==> src/rtl/card_match_pkg.sv <==
// card_match_pkg: shared scheduler state encoding, rank widths and rank index constants
package card_match_pkg;
  typedef enum logic [2:0] {IDLE, ISSUE, WAIT, EVAL, DONE} state_t;
  localparam int NUM_RANKS = 13;
  localparam int RANK_SCORE_W = 11;
  localparam int RANK_A = 0;
  localparam int RANK_2 = 1;
  localparam int RANK_3 = 2;
  localparam int RANK_4 = 3;
  localparam int RANK_5 = 4;
  localparam int RANK_6 = 5;
  localparam int RANK_7 = 6;
  localparam int RANK_8 = 7;
  localparam int RANK_9 = 8;
  localparam int RANK_10 = 9;
  localparam int RANK_J = 10;
  localparam int RANK_Q = 11;
  localparam int RANK_K = 12;
endpackage

==> src/rtl/match_min_tracker.sv <==
// match_min_tracker: running minimum score and its index; strict compare keeps the earlier index on ties
module match_min_tracker
  import card_match_pkg::*;
#(
  parameter int SCORE_W = RANK_SCORE_W,
  parameter int IDX_W = 4
) (
  input  logic               clk,
  input  logic               rst,
  input  logic               clear_i,
  input  logic               upd_i,
  input  logic [SCORE_W-1:0] score_i,
  input  logic [IDX_W-1:0]   idx_i,
  output logic [SCORE_W-1:0] best_score_nxt_o,
  output logic [IDX_W-1:0]   best_idx_nxt_o
);
  logic [SCORE_W-1:0] best_score_q, best_score_d;
  logic [IDX_W-1:0]   best_idx_q, best_idx_d;
  logic               take;
  // next best: clear to all-ones, or take a strictly smaller score
  always_comb begin
    take = upd_i && (score_i < best_score_q);
    best_score_d = clear_i ? '1 : take ? score_i : best_score_q;
    best_idx_d = clear_i ? '0 : take ? idx_i : best_idx_q;
  end
  // best-so-far registers
  always_ff @(posedge clk) begin
    if (rst) begin
      best_score_q <= '1;
      best_idx_q <= '0;
    end else begin
      best_score_q <= best_score_d;
      best_idx_q <= best_idx_d;
    end
  end
  assign best_score_nxt_o = best_score_d;
  assign best_idx_nxt_o = best_idx_d;
endmodule

==> src/rtl/rank_match_scheduler.sv <==
// rank_match_scheduler: runs the shared scorer over every rank kernel and reports the best match (optional MATCH_THRESHOLD_EN adds no_match)
module rank_match_scheduler
  import card_match_pkg::*;
#(
  parameter int NUM_KERNELS = NUM_RANKS,
  parameter int SCORE_WIDTH = RANK_SCORE_W,
  parameter int TIMEOUT_CYCLES = 4096,
  parameter int THRESHOLD = 300,
  localparam int SEL_W = $clog2(NUM_KERNELS)
) (
  input  logic                   clk,
  input  logic                   rst,
  input  logic                   capture_done,
  output logic                   busy,
  output logic                   cmp_start,
  output logic [SEL_W-1:0]       cmp_sel,
  input  logic                   cmp_done,
  input  logic [SCORE_WIDTH-1:0] cmp_score,
  output logic                   result_valid,
  output logic [SEL_W-1:0]       result_rank,
  output logic [SCORE_WIDTH-1:0] result_score,
  output logic                   result_timeout
`ifdef MATCH_THRESHOLD_EN
  ,output logic                  no_match
`endif
);
  localparam int TW = $clog2(TIMEOUT_CYCLES) + 1;
  if (THRESHOLD < 0 || THRESHOLD >= (1 << SCORE_WIDTH)) begin : g_thr_range
    $error("THRESHOLD does not fit in SCORE_WIDTH");
  end
  state_t state_q, state_d;
  logic [SEL_W-1:0] idx_q, idx_d;
  logic [TW-1:0] timer_q, timer_d;
  logic [SCORE_WIDTH-1:0] score_q, score_d;
  logic timeout_q, timeout_d;
  logic clear, upd;
  logic [SCORE_WIDTH-1:0] best_score_nxt;
  logic [SEL_W-1:0] best_idx_nxt;
  logic busy_q, cmp_start_q, result_valid_q, result_timeout_q;
  logic [SEL_W-1:0] result_rank_q;
  logic [SCORE_WIDTH-1:0] result_score_q;
  match_min_tracker #(.SCORE_W(SCORE_WIDTH), .IDX_W(SEL_W)) u_min (
    .clk(clk),
    .rst(rst),
    .clear_i(clear),
    .upd_i(upd),
    .score_i(score_q),
    .idx_i(idx_q),
    .best_score_nxt_o(best_score_nxt),
    .best_idx_nxt_o(best_idx_nxt)
  );
  // pass sequencing: issue, wait with timeout, evaluate, report
  always_comb begin
    state_d = state_q;
    idx_d = idx_q;
    timer_d = timer_q;
    score_d = score_q;
    timeout_d = timeout_q;
    clear = 1'b0;
    upd = 1'b0;
    unique case (state_q)
      IDLE: if (capture_done) begin
        state_d = ISSUE;
        idx_d = '0;
        timeout_d = 1'b0;
        clear = 1'b1;
      end
      ISSUE: begin
        timer_d = '0;
        state_d = WAIT;
      end
      WAIT: begin
        timer_d = timer_q + TW'(1);
        if (cmp_done) begin
          score_d = cmp_score;
          state_d = EVAL;
        end else if (timer_q == TW'(TIMEOUT_CYCLES - 1)) begin
          timeout_d = 1'b1;
          state_d = DONE;
        end
      end
      EVAL: begin
        upd = 1'b1;
        state_d = (idx_q == SEL_W'(NUM_KERNELS - 1)) ? DONE : ISSUE;
        idx_d = (idx_q == SEL_W'(NUM_KERNELS - 1)) ? idx_q : idx_q + SEL_W'(1);
      end
      DONE: state_d = IDLE;
      default: state_d = IDLE;
    endcase
  end
`ifdef MATCH_THRESHOLD_EN
  logic no_match_q;
`endif
  // state and registered outputs, which follow the state being entered so they appear with it
  always_ff @(posedge clk) begin
    if (rst) begin
      state_q <= IDLE;
      idx_q <= '0;
      timer_q <= '0;
      score_q <= '0;
      timeout_q <= 1'b0;
      busy_q <= 1'b0;
      cmp_start_q <= 1'b0;
      result_valid_q <= 1'b0;
      result_rank_q <= '0;
      result_score_q <= '0;
      result_timeout_q <= 1'b0;
`ifdef MATCH_THRESHOLD_EN
      no_match_q <= 1'b0;
`endif
    end else begin
      state_q <= state_d;
      idx_q <= idx_d;
      timer_q <= timer_d;
      score_q <= score_d;
      timeout_q <= timeout_d;
      busy_q <= state_d != IDLE;
      cmp_start_q <= state_d == ISSUE;
      result_valid_q <= state_d == DONE;
      if (state_d == DONE) begin
        result_rank_q <= best_idx_nxt;
        result_score_q <= best_score_nxt;
        result_timeout_q <= timeout_d;
`ifdef MATCH_THRESHOLD_EN
        no_match_q <= (best_score_nxt > SCORE_WIDTH'(THRESHOLD)) || timeout_d;
`endif
      end
    end
  end
  assign busy = busy_q;
  assign cmp_start = cmp_start_q;
  assign cmp_sel = idx_q;
  assign result_valid = result_valid_q;
  assign result_rank = result_rank_q;
  assign result_score = result_score_q;
  assign result_timeout = result_timeout_q;
`ifdef MATCH_THRESHOLD_EN
  assign no_match = no_match_q;
`endif
endmodule
==> config.mk <==
export PLATFORM = sky130hd
export DESIGN_NAME = rank_match_scheduler
export DESIGN_NICKNAME = d
export VERILOG_FILES = /design/src/rtl/card_match_pkg.sv /design/src/rtl/match_min_tracker.sv /design/src/rtl/rank_match_scheduler.sv
export SDC_FILE = /design/constraint.sdc
export NUM_CORES = 1
export LEC_CHECK = 0
export ABC_AREA = 1
export BUFFER_PORTS_ARGS = -buffer_cell sky130_fd_sc_hd__buf_4
export CORE_UTILIZATION = 50
export CTS_CLUSTER_SIZE = 40
export DETAILED_ROUTE_END_ITERATION = 6
export GPL_ROUTABILITY_DRIVEN = 0
export PLACE_DENSITY = 0.7
export SYNTH_ARGS = -nofsm -noshare
export SYNTH_HDL_FRONTEND = slang
export SYNTH_SLANG_ARGS = --single-unit
==> constraint.sdc <==
create_clock -name clk -period 2.1 [get_ports clk]
set_input_delay 0.21 -clock clk [delete_from_list [all_inputs] [get_ports clk]]
set_output_delay 0.21 -clock clk [all_outputs]
set_load 0.01 [all_outputs]
==> flow_summary_export.csv, run 1 <==
group,metric,value,unit
outcome,outcome,"complete, no violations",
floorplan,die_w,80.9,um
worst_hold_path,hp-class,"primary input to flop",
detailed_routing,avgRoutedWirePerCell,13.1,um
clock_tree,path_clk_slew,0.07,ns
synthesis,synth-seq-area-share,42.5,%
timing,slew_violations,0,
critical_path,cpMaxStageDelayCell,"dfxtp_1",
finish,fin_util,60.8,%
global_route,track_usage,23.4,%
finish,area_growth,16.4,%
timing,skew,0.0103,ns
detailed_routing,ant_nets,0,
timing,period_minus_slack,1.84,ns
place,hpwl,4810,um
clock_tree,cts-htree-levels,3,
clock_tree,cts_sinks,66,
detailed_routing,via_per_inst,5.34,
timing,relSlewSlack,69.0,%
clock_tree,cts_buffers,9,
critical_path,r2r_start,"timer_q[0]$_SDFFE_PP0P_",
synthesis,synth_warnings,0,
synthesis,syn_area,0.00311,sq mm
global_route,grt_max_degree,27,
timing,rsz0062_at_grt,"no",
floorplan,start_util,52.2,%
floorplan,die_area,0.00654,sq mm
global_route,grt_pass1_wl,11600,um
pwr,leakage,1.69,nW
clock_tree,cts.path.max_buffers,2,
critical_path,worst_r2r_endpoint,"result_rank[0]$_SDFFE_PP0N_",
detailed_routing,route.detailed.drc,0,
worst_hold_path,whs_path_depth,3,
detailed_routing,drtPass1Iterations,6,
global_route,grt_pass1_vias,2544,
pwr,vdd_drop_max,363,uV
pwr,power_density,713,mW/mm^2
timing,setup_viol,0,
timing,max_freq,0.543,GHz
global_route,antenna_found_initial,0,
place,port_buffers,37,
critical_path,cpPeakStageDelay,0.37,ns
worst_hold_path,hp-start,"cmp_score[3]",
place,place_area,0.00342,sq mm
finish,final_common_cell,"nand2_1",
floorplan,core,0.00596,sq mm
clock_tree,cts_root_buffer,"clkbuf_8",
critical_path,rr_worst_depth,10,
detailed_routing,drt-initial-drc-count,134,
flow_run,drv_cap,0,
timing,worstMarginPinSlew,0.464,ns
synthesis,synth_area_per_cell,7.46,sq um
critical_path,cpMostUsedCell,"nand2_2",
finish,antenna_cells,0,
critical_path,worstSetupPathType,"flop to flop",
timing,hold_viol,0,
clock_tree,cts_setup_buffers,0,
critical_path,worstPathMaxFanout,11,
detailed_routing,vias,2844,
synthesis,ys_types,32,
critical_path,cp_data_arrival_time,2.12,ns
clock_tree,hold_buffers,0,
critical_path,cp-start-kind,"flop",
synthesis,synth_cells,417,
synthesis,syn_nets,445,
critical_path,path_cells,"ha_1, nand3_2, nor2_4, nand2_2, nor2_2, nand2_2, nand2_4, buf_4, o21ai_0, a21oi_2",
finish,fin_nets,481,
clock_tree,cts_resized,0,
worst_hold_path,hold_path_end,"score_q[3]$_SDFFE_PP0P_",
finish,instances_no_fill,533,
floorplan,die_h,80.9,um
clock_tree,cts_tree,"yes",
place,dp.cells,517,
critical_path,setup.worst_path.end_class,"flop",
detailed_routing,routed_wirelength,6990,um
finish,fin_area,0.00362,sq mm
critical_path,regToRegSetupSlack,0.26,ns
timing,tns,0,ns
floorplan,ios,38,
critical_path,cp.required,2.38,ns
finish,final_layout_size_suffix_gt1_share,16.6,%
floorplan,rows,28,
timing,hold_ws,0.148,ns
clock_tree,insertion_delay,0.34,ns
finish,mostFrequentLayoutCells,"84 x nand2_1, 66 x dfxtp_1, 48 x inv_1, 46 x buf_4, 41 x nor2_1",
synthesis,ys_seq_elements,66,
timing,period_share,87.6,%
global_route,grt_overflow,0,
[routing by layer]
layer	wire length, um	vias to the layer above	part of all wire (%)	track usage (%)
met2	3310	65	47	38.2
li1	-	1458	-	-
met4	117	0	1.7	10.4
met5	0	-	0	0
met3	284	11	4.1	4.49
met1	3280	1310	47	29.8
[synthesized netlist by cell type, drive strengths merged]
| master | instances | area [sq um] |
|---|---|---|
| a211oi | 2 | 15.0 |
| a21o | 1 | 7.51 |
| a21oi | 32 | 168 |
| a221oi | 2 | 17.5 |
| a22oi | 1 | 7.51 |
| a311oi | 1 | 8.76 |
| a31oi | 1 | 6.26 |
| buf | 15 | 109 |
| clkbuf | 6 | 22.5 |
| dfxtp | 66 | 1320 |
| ha | 13 | 163 |
| inv | 49 | 184 |
| nand2 | 89 | 352 |
| nand3 | 32 | 178 |
| nand3b | 1 | 7.51 |
| nand4 | 29 | 181 |
| nor2 | 46 | 209 |
| nor3 | 5 | 25.0 |
| o21ai | 26 | 130 |
[critical path: cells and delay by family, from the launching register on]
family | cells | cell delay (ns)
flip-flops | 1 | 0.37
adder cells (fa/ha/maj) | 1 | 0.22
AND/OR/NAND/NOR | 6 | 0.73
AO/OA/AOI/OAI | 2 | 0.23
buffers and inverters | 1 | 0.20
[cells by family after synthesis]
family	share of synthesized area, %
AND/OR/NAND/NOR	30.6
buffers and inverters	10.1
AO/OA/AOI/OAI	11.6
flip-flops	42.5
adder cells (fa/ha/maj)	5.23
[worst max path at each step]
stage / end / start / cells after the start / slack [ns]
after floorplan: result_score[10]$_SDFFE_PP0N_ / u_min.best_score_q[10]$_SDFF_PP1_ / 12 / 0.47
after global placement: result_score[8]$_SDFFE_PP0N_ / u_min.best_score_q[10]$_SDFF_PP1_ / 12 / 0.30
after detailed placement: result_score[9]$_SDFFE_PP0N_ / u_min.best_score_q[10]$_SDFF_PP1_ / 12 / 0.27
after CTS: result_score[9]$_SDFFE_PP0N_ / u_min.best_score_q[10]$_SDFF_PP1_ / 12 / 0.27
after global routing: result_score[4]$_SDFFE_PP0N_ / u_min.best_score_q[2]$_SDFF_PP1_ / 10 / 0.06
final: result_rank[0]$_SDFFE_PP0N_ / timer_q[0]$_SDFFE_PP0P_ / 10 / 0.26
[registers in the layout, indices dropped and copies added (netlist names)]
name / cells
u_min.best_score_q: 11
score_q: 11
u_min.best_idx_q: 4
cmp_sel: 4
state_q: 3
cmp_start: 1
timer_q: 13
result_score: 11
result_valid: 1
result_timeout: 1
busy: 1
result_rank: 4
timeout_q: 1
[power breakdown]
part           switching [mW]  total (mW)  internal (mW)
clock                   0.472        1.06          0.590
combinational           0.148       0.225         0.0773
sequential             0.0181        1.30           1.28
[per-stage QoR]
step	total power [mW]	setup slack [ns]
global placement	1.55	0.303
global route	2.68	0.0636
CTS	2.61	0.267
detailed placement	1.55	0.270
floorplan	1.47	0.474
finish	2.58	0.260
[area by class of cell]
cell class	instances	area (sq um)
Fill cell	558	2330
Multi-Input combinational cell	281	1480
Sequential cell	66	1320
Timing Repair Buffer	46	345
Clock buffer	15	196
Inverter	49	184
Tap cell	75	93.8
Clock inverter	1	5.00
(Power assumes the default switching activity.)
==> run 2: changes to the inputs <==
GPL_TIMING_DRIVEN = 0   (was default)
==> run 2 against run 1 <==
Worst hold slack improved by 0.0013 ns. Utilization rose by 0.11 points. Setup slack got worse by 0.069 ns. Register-to-register slack got worse by 0.07 ns. Sequential share of layout area fell by 0.063 points. Count of clock-buffer cells in the layout fell by 4. Cell count rose by 1.9%. Clock power fell by 16%. Largest cell class unchanged. Highest routed layer unchanged.
==> flow_summary_export.csv, run 2 (same netlist as run 1, synthesis figures left out) <==
group,metric,value,unit
clock_tree,cts_resized,0,
critical_path,cpPeakStageDelay,0.34,ns
critical_path,cpMaxStageDelayCell,"dfxtp_1",
detailed_routing,ant_nets,0,
finish,fin_nets,492,
critical_path,cp_data_arrival_time,2.14,ns
outcome,outcome,"complete, no violations",
place,place_area,0.00348,sq mm
critical_path,cp.required,2.33,ns
critical_path,cp-start-kind,"flop",
detailed_routing,drt-initial-drc-count,170,
floorplan,ios,38,
finish,instances_no_fill,543,
finish,final_common_cell,"nand2_1",
timing,hold_viol,0,
clock_tree,cts_buffers,9,
timing,hold_ws,0.150,ns
place,port_buffers,36,
pwr,leakage,1.69,nW
clock_tree,path_clk_slew,0.07,ns
place,dp.cells,528,
timing,rsz0062_at_grt,"no",
clock_tree,hold_buffers,0,
clock_tree,cts-htree-levels,3,
finish,antenna_cells,0,
critical_path,worstSetupPathType,"flop to flop",
detailed_routing,avgRoutedWirePerCell,13.6,um
critical_path,worstPathMaxFanout,10,
clock_tree,cts_root_buffer,"clkbuf_8",
global_route,grt_overflow,0,
finish,regMostFlops,"timer_q",
floorplan,die_w,80.9,um
finish,final_layout_size_suffix_gt1_share,16.5,%
finish,area_growth,16.6,%
floorplan,rows,28,
timing,period_minus_slack,1.91,ns
global_route,grt_pass1_wl,12000,um
finish,largest_reg_flops,13,
pwr,power,2.42,mW
global_route,antenna_found_initial,0,
clock_tree,cts_tree,"yes",
detailed_routing,vias,2881,
timing,period_share,90.9,%
timing,max_freq,0.524,GHz
floorplan,die_h,80.9,um
detailed_routing,drtPass1Iterations,4,
detailed_routing,route.detailed.drc,0,
floorplan,start_util,52.2,%
pwr,vdd_drop_max,417,uV
critical_path,cp_num_buf_inv,3,
timing,tns,0,ns
clock_tree,insertion_delay,0.34,ns
detailed_routing,via_per_inst,5.31,
place,hpwl,5220,um
detailed_routing,routed_wirelength,7410,um
worst_hold_path,hp-class,"primary input to flop",
flow_run,drv_cap,0,
floorplan,die_area,0.00654,sq mm
timing,relSlewSlack,61.4,%
timing,worstMarginPinSlew,0.579,ns
clock_tree,cts.path.max_buffers,2,
clock_tree,cts_setup_buffers,0,
critical_path,regToRegSetupSlack,0.19,ns
timing,slew_violations,0,
global_route,grt_pass1_vias,2571,
critical_path,path_cells,"inv_1, ha_1, nand2_1, inv_1, nand2_1, nor2_1, nand2_1, buf_2, nand4_1, nand3_1, nor2_1, nor2_1",
pwr,power_density,667,mW/mm^2
timing,setup_viol,0,
critical_path,path_delay_family,"simple AND/OR/NAND/NOR gates",
floorplan,core,0.00596,sq mm
clock_tree,cts_sinks,66,
finish,fin_area,0.00363,sq mm
global_route,track_usage,24.9,%
timing,skew,0.00586,ns
critical_path,setup.worst_path.end_class,"flop",
global_route,grt_max_degree,11,
finish,mostFrequentLayoutCells,"84 x nand2_1, 66 x dfxtp_1, 48 x inv_1, 41 x nor2_1, 38 x buf_4",
[run 2: cell types whose count changed in the layout (fill, tap and decap cells not counted)]
cell | previous run | this run
buf_1 | 0 | 2
buf_2 | 0 | 6
buf_4 | 46 | 38
buf_6 | 0 | 5
clkbuf_1 | 1 | 8
clkbuf_8 | 14 | 9
clkinv_2 | 1 | 4
[run 2: per-layer routing]
layer	GRT usage, %	vias up	wire length [um]
met5	0	-	0
met2	37.9	84	3370
li1	-	1480	-
met4	11.6	0	97
met1	33.6	1311	3480
met3	4.94	6	455
[run 2: cell type report]
class | instances | area [sq um]
Tap cell | 75 | 93.8
Sequential cell | 66 | 1320
Multi-Input combinational cell | 281 | 1480
Inverter | 49 | 184
Clock buffer | 11 | 131
Buffer | 21 | 131
Fill cell | 568 | 2330
Clock inverter | 4 | 20.0
Timing Repair Buffer | 36 | 270
[run 2: power breakdown]
part	leakage (nW)	internal (mW)	total, mW	switching [mW]
clock	0.0827	0.414	0.886	0.472
sequential	0.534	1.28	1.30	0.0173
combinational	1.07	0.0785	0.236	0.157
total	1.69	1.77	2.42	0.646
[run 2: through the flow]
stage	utilization, %	setup WS (ns)
floorplan	-	0.474
global placement	58.4	0.256
detailed placement	58.4	0.226
CTS	60.9	0.205
global route	60.9	0.00137
finish	60.9	0.191
[run 2: worst paths after layout]
kind | start | cells after the start | to
worst max-delay path | u_min.best_score_q[10]$_SDFF_PP1_ | 12 | result_score[10]$_SDFFE_PP0N_
worst min-delay path | cmp_score[4] | 3 | score_q[4]$_SDFFE_PP0P_
worst max register to register | u_min.best_score_q[10]$_SDFF_PP1_ | 12 | result_score[10]$_SDFFE_PP0N_
worst min register to register | timer_q[11]$_SDFFE_PP0P_ | 2 | timer_q[11]$_SDFFE_PP0P_
[run 2: worst reg2reg max path: cells and delay by family, from the launching register on]
| kind | cells | cell delay [ns] |
|---|---|---|
| AND/OR/NAND/NOR | 8 | 0.80 |
| adder cells (fa/ha/maj) | 1 | 0.28 |
| flip-flops | 1 | 0.34 |
| buffers and inverters | 3 | 0.38 |
